==> src/rtl/mem_ctrl_pkg.sv <==
// Shared types and constants for the RAM-port sequencer/arbiter.
package mem_ctrl_pkg;

    typedef enum logic [2:0] {
        IDLE,
        IFETCH,
        LOAD,
        STORE,
        DONE
    } ctrlStateT;

    localparam logic [1:0] SIZE_BYTE  = 2'd0;
    localparam logic [1:0] SIZE_HALF  = 2'd1;
    localparam logic [1:0] SIZE_WORD  = 2'd2;
    localparam logic [1:0] IO_ADDR_HI = 2'b11;

    // Size code 3 is treated as a word access.
    function automatic logic [2:0] sizeToBytes(input logic [1:0] size);
        case (size)
            SIZE_BYTE: sizeToBytes = 3'd1;
            SIZE_HALF: sizeToBytes = 3'd2;
            SIZE_WORD: sizeToBytes = 3'd4;
            default:   sizeToBytes = 3'd4;
        endcase
    endfunction

endpackage

==> src/rtl/ram_byte_sequencer.sv <==
// Byte counter, RAM address generator and little-endian shift assembler,
// shared by every transfer type of mem_controller.
module ram_byte_sequencer #(
    parameter int unsigned MAX_LEN = 16,
    parameter int unsigned CNT_W   = $clog2(MAX_LEN) + 1
) (
    input  logic                 clkIn,
    input  logic                 resetIn,
    input  logic                 readyIn,
    input  logic                 start,
    input  logic                 step,
    input  logic                 capture,
    input  logic                 clear,
    input  logic [31:0]          base,
    input  logic [CNT_W-1:0]     length,
    input  logic [7:0]           dataIn,
    output logic [31:0]          addr,
    output logic [CNT_W-1:0]     count,
    output logic [MAX_LEN*8-1:0] assembledNext
);

    logic [MAX_LEN*8-1:0] assembled;
    logic [CNT_W-1:0]     nextCount;

    assign nextCount = count + 1'b1;

    // New bytes enter at the top, so byte 0 ends up lowest after a full line;
    // shorter transfers leave their bytes in the top lanes.
    assign assembledNext = {dataIn, assembled[MAX_LEN*8-1:8]};

    always_ff @(posedge clkIn) begin
        if (!resetIn) begin
            addr      <= '0;
            count     <= '0;
            assembled <= '0;
        end else if (readyIn) begin
            if (start) begin
                addr      <= base;
                count     <= '0;
                assembled <= '0;
            end else begin
                if (capture) begin
                    assembled <= assembledNext;
                end
                if (clear) begin
                    addr  <= '0;
                    count <= '0;
                end else if (step) begin
                    count <= nextCount;
                    // Address drops to zero once the last byte has been issued.
                    addr  <= (nextCount == length) ? '0 : addr + 32'd1;
                end
            end
        end
    end

endmodule

==> src/rtl/mem_controller.sv <==
// Arbiter and byte-wide sequencer for the single RAM port shared by the
// instruction-cache refill path and the load/store unit.
module mem_controller
    import mem_ctrl_pkg::*;
#(
    parameter int unsigned BLOCK_WIDTH = 4,
    parameter int unsigned BLOCK_SIZE  = 2 ** BLOCK_WIDTH
) (
    input  logic                    clkIn,
    input  logic                    resetIn,
    input  logic                    readyIn,
    input  logic                    flushIn,
    input  logic                    icacheMiss,
    input  logic [31:BLOCK_WIDTH]   icacheMissAddr,
    output logic                    icacheFillValid,
    output logic [31:BLOCK_WIDTH]   icacheFillAddr,
    output logic [BLOCK_SIZE*8-1:0] icacheFillData,
    input  logic                    lsuValid,
    input  logic                    lsuWrite,
    input  logic [1:0]              lsuSize,
    input  logic [31:0]             lsuAddr,
    input  logic [31:0]             lsuWriteData,
    output logic                    lsuDone,
    output logic [31:0]             lsuReadData,
    input  logic [7:0]              memIn,
    output logic [7:0]              memOut,
    output logic [31:0]             memAddr,
    output logic                    memWrite,
    input  logic                    ioBufferFull
);

    localparam int unsigned CNT_W     = BLOCK_WIDTH + 1;
    localparam int unsigned LINE_BITS = BLOCK_SIZE * 8;

    ctrlStateT state, nextState;

    logic                   seqStart, seqStep, seqCapture, seqClear;
    logic                   acceptLsu, acceptFetch, finishRead, finishStore;
    logic                   ioStall;
    logic [CNT_W-1:0]       seqCount, seqLength, lsuLen;
    logic [31:0]            seqBase, seqAddr, storeShift, loadWord;
    logic [LINE_BITS-1:0]   seqAssembledNext;
    logic [31:BLOCK_WIDTH]  lineAddrQ;
    logic                   memWriteQ;

    assign memAddr   = seqAddr;
    assign seqBase   = lsuValid ? lsuAddr : {icacheMissAddr, {BLOCK_WIDTH{1'b0}}};
    assign seqLength = (state == IFETCH) ? CNT_W'(BLOCK_SIZE) : lsuLen;
    assign ioStall   = (state == STORE) && (seqAddr[17:16] == IO_ADDR_HI) && ioBufferFull;
    assign memWrite  = memWriteQ && readyIn && !ioStall;

    ram_byte_sequencer #(
        .MAX_LEN(BLOCK_SIZE),
        .CNT_W  (CNT_W)
    ) u_seq (
        .clkIn        (clkIn),
        .resetIn      (resetIn),
        .readyIn      (readyIn),
        .start        (seqStart),
        .step         (seqStep),
        .capture      (seqCapture),
        .clear        (seqClear),
        .base         (seqBase),
        .length       (seqLength),
        .dataIn       (memIn),
        .addr         (seqAddr),
        .count        (seqCount),
        .assembledNext(seqAssembledNext)
    );

    always_comb begin
        case (lsuLen)
            CNT_W'(1): loadWord = {24'b0, seqAssembledNext[LINE_BITS-1 -: 8]};
            CNT_W'(2): loadWord = {16'b0, seqAssembledNext[LINE_BITS-1 -: 16]};
            default:   loadWord = seqAssembledNext[LINE_BITS-1 -: 32];
        endcase
    end

    always_ff @(posedge clkIn) begin
        if (!resetIn) begin
            state <= IDLE;
        end else if (readyIn) begin
            state <= nextState;
        end
    end

    always_comb begin
        nextState   = state;
        seqStart    = 1'b0;
        seqStep     = 1'b0;
        seqCapture  = 1'b0;
        seqClear    = 1'b0;
        acceptLsu   = 1'b0;
        acceptFetch = 1'b0;
        finishRead  = 1'b0;
        finishStore = 1'b0;
        case (state)
            IDLE: begin
                // The LSU request is older than the fetch, so it wins.
                if (lsuValid) begin
                    acceptLsu = 1'b1;
                    seqStart  = 1'b1;
                    nextState = lsuWrite ? STORE : LOAD;
                end else if (icacheMiss && !flushIn) begin
                    acceptFetch = 1'b1;
                    seqStart    = 1'b1;
                    nextState   = IFETCH;
                end
            end
            IFETCH, LOAD: begin
                if (state == IFETCH && flushIn) begin
                    seqClear  = 1'b1;
                    nextState = IDLE;
                end else begin
                    // Read data lags the address by a cycle: count k captures byte k-1.
                    seqStep    = 1'b1;
                    seqCapture = (seqCount != '0);
                    if (seqCount == seqLength) begin
                        seqClear   = 1'b1;
                        finishRead = 1'b1;
                        nextState  = DONE;
                    end
                end
            end
            STORE: begin
                if (!ioStall) begin
                    seqStep = 1'b1;
                    if (seqCount == seqLength - 1'b1) begin
                        seqClear    = 1'b1;
                        finishStore = 1'b1;
                        nextState   = DONE;
                    end
                end
            end
            DONE: nextState = IDLE;
            default: nextState = IDLE;
        endcase
    end

    always_ff @(posedge clkIn) begin
        if (!resetIn) begin
            memOut          <= '0;
            memWriteQ       <= 1'b0;
            storeShift      <= '0;
            lsuLen          <= '0;
            lineAddrQ       <= '0;
            icacheFillValid <= 1'b0;
            icacheFillAddr  <= '0;
            icacheFillData  <= '0;
            lsuDone         <= 1'b0;
            lsuReadData     <= '0;
        end else if (readyIn) begin
            icacheFillValid <= 1'b0;
            lsuDone         <= 1'b0;
            if (acceptLsu) begin
                lsuLen     <= CNT_W'(sizeToBytes(lsuSize));
                memWriteQ  <= lsuWrite;
                memOut     <= lsuWrite ? lsuWriteData[7:0] : 8'h00;
                storeShift <= {8'h00, lsuWriteData[31:8]};
            end
            if (acceptFetch) begin
                lineAddrQ <= icacheMissAddr;
            end
            if (state == STORE && seqStep) begin
                if (finishStore) begin
                    memWriteQ <= 1'b0;
                    memOut    <= 8'h00;
                    lsuDone   <= 1'b1;
                end else begin
                    memOut     <= storeShift[7:0];
                    storeShift <= {8'h00, storeShift[31:8]};
                end
            end
            if (finishRead) begin
                if (state == IFETCH) begin
                    icacheFillValid <= 1'b1;
                    icacheFillAddr  <= lineAddrQ;
                    icacheFillData  <= seqAssembledNext;
                end else begin
                    lsuDone     <= 1'b1;
                    lsuReadData <= loadWord;
                end
            end
        end
    end

endmodule

==> config.mk <==
export PLATFORM = sky130hd
export DESIGN_NAME = mem_controller
export DESIGN_NICKNAME = d
export VERILOG_FILES = /design/src/rtl/mem_ctrl_pkg.sv /design/src/rtl/ram_byte_sequencer.sv /design/src/rtl/mem_controller.sv
export SDC_FILE = /design/constraint.sdc
export NUM_CORES = 1
export LEC_CHECK = 0
export CAP_MARGIN = 20
export CORE_UTILIZATION = 46
export DETAILED_ROUTE_END_ITERATION = 10
export PLACE_DENSITY = 0.83
export SLEW_MARGIN = 40
export SYNTH_ARGS = -nofsm -noshare
export SYNTH_HDL_FRONTEND = slang
export SYNTH_SLANG_ARGS = --single-unit
==> constraint.sdc <==
create_clock -name clkIn -period 9.25 [get_ports clkIn]
set_input_delay 2.775 -clock clkIn [delete_from_list [all_inputs] [get_ports clkIn]]
set_output_delay 2.775 -clock clkIn [all_outputs]
set_load 0.05 [all_outputs]
==> results of run 1 <==
-- where the power goes --
| part | switching [W] | internal [W] | total, W | leakage [nW] |
|---|---|---|---|---|
| Sequential | 0.0000457 | 0.00186 | 0.00190 | 3.41 |
| Combinational | 0.000296 | 0.000156 | 0.000453 | 3.15 |
| Clock | 0.000736 | 0.00109 | 0.00183 | 0.748 |
| Total | 0.00108 | 0.00310 | 0.00418 | 7.31 |
-- registers in the layout, summed over array words and instances (netlist names) --
register / count
u_seq.assembled: 120
icacheFillAddr: 28
u_seq.addr: 32
storeShift: 32
lineAddrQ: 28
icacheFillValid: 1
lsuReadData: 32
memWriteQ: 1
icacheFillData: 128
lsuDone: 1
lsuLen: 3
memOut: 8
u_seq.count: 5
state: 3
-- layout make-up --
| class | instances | area (um^2) |
|---|---|---|
| clock buffer | 56 | 1190 |
| clock inverter | 24 | 327 |
| fill | 2863 | 13300 |
| inverter | 17 | 76.3 |
| multi-input combinational | 1300 | 7190 |
| sequential | 422 | 8450 |
| tap | 455 | 569 |
| timing repair buffer | 358 | 3590 |
-- metrics by stage --
step	hold slack (ns)	cell area [um^2]	utilization (%)
6_report	0.453	21400	61.6
5_1_grt	0.466	21400	61.6
4_1_cts	0.453	21300	61.4
3_5_place_dp	0.445	19800	57.1
3_3_place_gp	0.436	19800	57.0
2_1_floorplan	0.431	16300	-
-- per-layer routing --
| layer | vias up | routed length [um] | global-route usage (%) |
|---|---|---|---|
| met5 | - | 0 | 0 |
| met2 | 677 | 23200 | 42.8 |
| met3 | 113 | 3900 | 4.85 |
| met4 | 0 | 1770 | 10.3 |
| met1 | 7220 | 20600 | 34.7 |
| li1 | 7167 | - | - |
-- worst paths after layout --
check	from	end	slack, ns	depth (start not counted)
max	readyIn	memWrite	1.42	7
min	lineAddrQ[16]	icacheFillAddr[16]	0.45	2
max reg2reg	state[0]	u_seq.addr[20]	5.69	8
min reg2reg	lineAddrQ[16]	icacheFillAddr[16]	0.45	2
-- placed cells by master, fill, tap and decap left out, types with 4 or more instances in the layout --
cell type          n
nor4_1             5
a211o_1           14
clkdlybuf4s50_1  339
a21oi_1          287
o21ai_0           11
ha_1               4
clkbuf_8           7
dfxtp_1          422
and3_1             7
bufinv_16          6
clkbuf_1           6
a31oi_1           10
nand2b_1           6
nand3_1           52
a21o_1             4
or3_1             15
a211oi_1          40
nand3b_1           6
clkbuf_16         43
nor2_1            69
nand2_1          437
xnor2_1            5
o22ai_1           27
a221oi_1           9
a22o_1           120
clkinv_2          10
or4_1              9
inv_1             16
nor2b_1           17
o221ai_1          10
nand4_1            7
and2_1            13
mux2i_1           31
nor3_1            24
o22a_1             8
buf_6              5
buf_4             12
-- logic make-up (layout without fill, tap and decap cells) --
family,Yosys count,in the layout,share of synthesized area (%)
xor+xnor,8,8,0.431
fa+ha+maj,4,4,0.308
simple gates,696,696,18.8
buf+inv,171,455,4.19
flops,422,422,51.9
compound gates,561,561,22.5
mux,31,31,1.91
-- worst reg2reg max path, cell delays in order (launching register included) --
cell and delay, ns:
dfxtp_1 0.50, or3b_4 0.53, o21ai_0 0.14, ha_1 0.28
xnor2_1 0.38, or4b_1 0.32, nand3_1 0.48, or4_1 0.67
a31oi_1 0.19
==> impl_metrics.ini, run 1 <==
[clock_tree]
postCtsHoldBufs = 0
clock_path_buffers = 3
path_clk_slew_ns = 0.07
cts.sinks = 422
cts_setup_buffers = 0
cts_root_buffer = clkbuf_16
clk_latency_ns = 0.55
h-tree-depth = 2
tritoncts = yes
cts_buffers = 43
post_cts_resized = 0

[logic_synthesis]
synth-seq-area-share_pct = 51.9
ys_async_sr_fraction_pct = 0
synth-edff-count = 0
post-synth-top-count-cell = nand2_1
yosys_warnings = 0
syn_nets = 2007
syn_inst = 1893
avgSynthCellArea_um2 = 8.60
synth_ff_type = dfxtp_1
synthTopCellsByCount = nand2_1, dfxtp_1, a21oi_1
synth_area_um2 = 16300
yosysUniqueCellTypes = 69
synthTopCellsByArea = dfxtp_1, nand2_1, a21oi_1
ys_seq_elements = 422
synth_top_area_share_pct = 51.9
yosysTopAreaCell = dfxtp_1

[place]
place.gp.congestion = 0.981
io_buffers = 340
dp_hpwl_mm = 33.2
dp_slack_ns = 1.45
dp_cells = 2550

[worst_hold_path]
hold_path.class = reg2reg

[final_layout]
final-instance-count-excl-fill = 2632
final_nets = 2256
drive_gt1_share_pct = 5.33
syn2layout_area_growth_pct = 31.5
diodes = 0

[worst_setup_path]
slowest_delay_ns = 0.82
crit_chain = clkdlybuf4s50_1, buf_4, inv_1, buf_4, a41o_1, nor2_1, clkdlybuf4s50_1
worstPathArrival_ns = 5.05
cp-start-kind = primary input
path_buf_inv = 5
worstPathRequired_ns = 6.48
crit_family = buffers and inverters
crit_fanout = 32
critPathKind = in2out
crit_path_end_kind = output pin
cp_slowest_cell = clkdlybuf4s50_1

[drt]
vias_per_cell = 5.77
route.detailed.drc = 0
drt_iter0_markers = 1334
dr.pass1.iters = 5
vias = 15200
wl_per_cell_um = 18.8
ant_nets = 0
wirelength_mm = 49.5

[global_route]
first_global_vias = 14100
grt_usage_pct = 26.4
overflow = 0
grt_pass1_wl_mm = 76.6
grt_antenna_before_repair = 0
grt_max_degree = 181

[floorplanning]
coreArea_um2 = 34700
io_pins = 341
die_x_um = 190
start_util_pct = 46.9
die_h_um = 190
num_rows = 68
die-area_um2 = 36100

[sta]
finalClockSkew_ns = 0.0141
worst_pin_slew_ns = 0.914
worst_slack_ns = 1.42
fmax_mhz = 128
relSlewSlack_pct = 39.0
finalSetupTns_ns = 0
setup_violations = 0
rsz0062_at_grt = false
fin_crit_sh_pct = 84.6
hold_violations = 0
drv_slew = 0
layout_min_cycle_time_ns = 7.83

[power_and_ir_drop]
total_power_w = 0.00418
ir_worst_vdd_mv = 0.127
p_leak_nw = 7.31
power_density_nw_per_um2 = 195

[status]
run_status = completed

[run]
drv_cap = 0
Note: power is estimated with default switching activity, not from simulation.
==> run 2, diff against run 1 <==
Settings changed: PLACE_DENSITY 0.83 to 0.86.
Clock period 9.25 ns to 6.6 ns, I/O delays scaled along.
==> run 2 against run 1 <==
  * Clock skew rose by 0.0041 ns
  * Highest routed layer unchanged
  * Sequential cell count is the same
  * Design area grew 0.41%
==> impl_metrics.ini, run 2 (synthesized netlist as in run 1, its figures left out) <==
[status]
run_status = completed

[sta]
worst_pin_slew_ns = 0.845
finalClockSkew_ns = 0.0183
fin_crit_sh_pct = 77.0
fmax_mhz = 197
layout_min_cycle_time_ns = 5.08
worst_slack_ns = 1.52
setup_violations = 0
rsz0062_at_grt = false
finalSetupTns_ns = 0
relSlewSlack_pct = 43.5
hold_violations = 0
drv_slew = 0

[worst_setup_path]
crit_fanout = 2
critPathKind = in2out
path_buf_inv = 3
worstPathArrival_ns = 3.10
worstPathRequired_ns = 4.62
crit_chain = clkdlybuf4s50_1, inv_1, a41o_1, nor2_1, buf_12
crit_path_end_kind = output pin
cp-start-kind = primary input
crit_family = buffers and inverters
slowest_delay_ns = 0.49
cp_slowest_cell = clkdlybuf4s50_1

[place]
io_buffers = 340
dp_hpwl_mm = 33.4
dp_slack_ns = 1.36
place.gp.congestion = 0.959

[final_layout]
diodes = 0
drive_gt1_share_pct = 5.46
final_nets = 2259
regArea_um2 = 8450
multi_input_area_um2 = 7190
layout_common_cells = nand2_1, dfxtp_1, clkdlybuf4s50_1
top_register = icacheFillData
final_common_cell = nand2_1
largest_reg_flops = 128
syn2layout_area_growth_pct = 32.0
top_regs = icacheFillData (128), u_seq.assembled (120)
fill_cells = 2824

[power_and_ir_drop]
p_leak_nw = 7.33
power_density_nw_per_um2 = 277
ir_worst_vdd_mv = 0.191

[run]
drv_cap = 0

[drt]
vias = 15400
route.detailed.drc = 0
ant_nets = 0
wirelength_mm = 50.1
dr.pass1.iters = 5
vias_per_cell = 5.85
wl_per_cell_um = 19.0
drt_iter0_markers = 1446

[floorplanning]
io_pins = 341
die_x_um = 190
die_h_um = 190
coreArea_um2 = 34700
num_rows = 68
die-area_um2 = 36100
start_util_pct = 46.9

[clock_tree]
tritoncts = yes
path_clk_slew_ns = 0.06
cts_buffers = 44
clk_latency_ns = 0.55
clock_path_buffers = 3
cts_setup_buffers = 0
cts.sinks = 422
postCtsHoldBufs = 0
h-tree-depth = 2
post_cts_resized = 0
cts_root_buffer = clkbuf_16

[global_route]
grt_pass1_wl_mm = 78.1
grt_max_degree = 162
grt_antenna_before_repair = 0
overflow = 0
first_global_vias = 14400
grt_usage_pct = 26.8

[worst_hold_path]
hold_path.class = reg2reg
run 2: cell types whose count changed in the layout (fill, tap and decap cells not counted), sizes merged:
cell           before  now
buf                19   22
bufinv              6    7
clkbuf             56   58
clkdlybuf4s50     339  338
clkinv             13    6
clkinvlp            2    5
run 2: report_power, final:
| part | internal, W | switching, W | total (W) | leakage, nW |
|---|---|---|---|---|
| combinational | 0.000222 | 0.000413 | 0.000635 | 3.17 |
| sequential | 0.00260 | 0.0000652 | 0.00267 | 3.41 |
| clock | 0.00160 | 0.00105 | 0.00265 | 0.751 |
| total | 0.00442 | 0.00153 | 0.00595 | 7.33 |
run 2: cell type report:
type / instances / share of cell area (%)
Inverter: 17 / 0.355
Clock inverter: 21 / 1.55
Sequential cell: 422 / 39.3
Clock buffer: 58 / 5.74
Multi-Input combinational cell: 1300 / 33.5
Tap cell: 455 / 2.65
Timing Repair Buffer: 360 / 16.9
run 2: worst min-delay path, cell delays in order, from the launching register on:
cell	delay [ns]
dfxtp_1	0.31
nand2_1	0.05
a21oi_1	0.05
run 2: routing by layer:
layer / wire, um / GRT usage (%)
met4: 2370 / 12.3
met1: 21000 / 36.2
met2: 22700 / 41.4
met3: 4050 / 5.07
met5: 0 / 0
run 2: worst paths after layout:
check	end	start	slack, ns	depth (start not counted)
max	memWrite	readyIn	1.52	5
min	icacheFillAddr[5]	lineAddrQ[5]	0.45	2
max reg2reg	u_seq.addr[21]	state[0]	3.13	10
min reg2reg	icacheFillAddr[5]	lineAddrQ[5]	0.45	2
run 2: through the flow:
step | hold slack [ns] | cell area (um^2) | instances | power (W) | utilization (%)
2_1_floorplan | 0.431 | 16300 | 1893 | 0.00310 | -
3_3_place_gp | 0.437 | 19900 | 2552 | 0.00333 | 57.2
3_5_place_dp | 0.442 | 19900 | 2554 | 0.00334 | 57.4
4_1_cts | 0.453 | 21500 | 2633 | 0.00598 | 61.9
5_1_grt | 0.469 | 21500 | 2633 | 0.00613 | 61.9
6_report | 0.452 | 21500 | 2633 | 0.00595 | 61.9
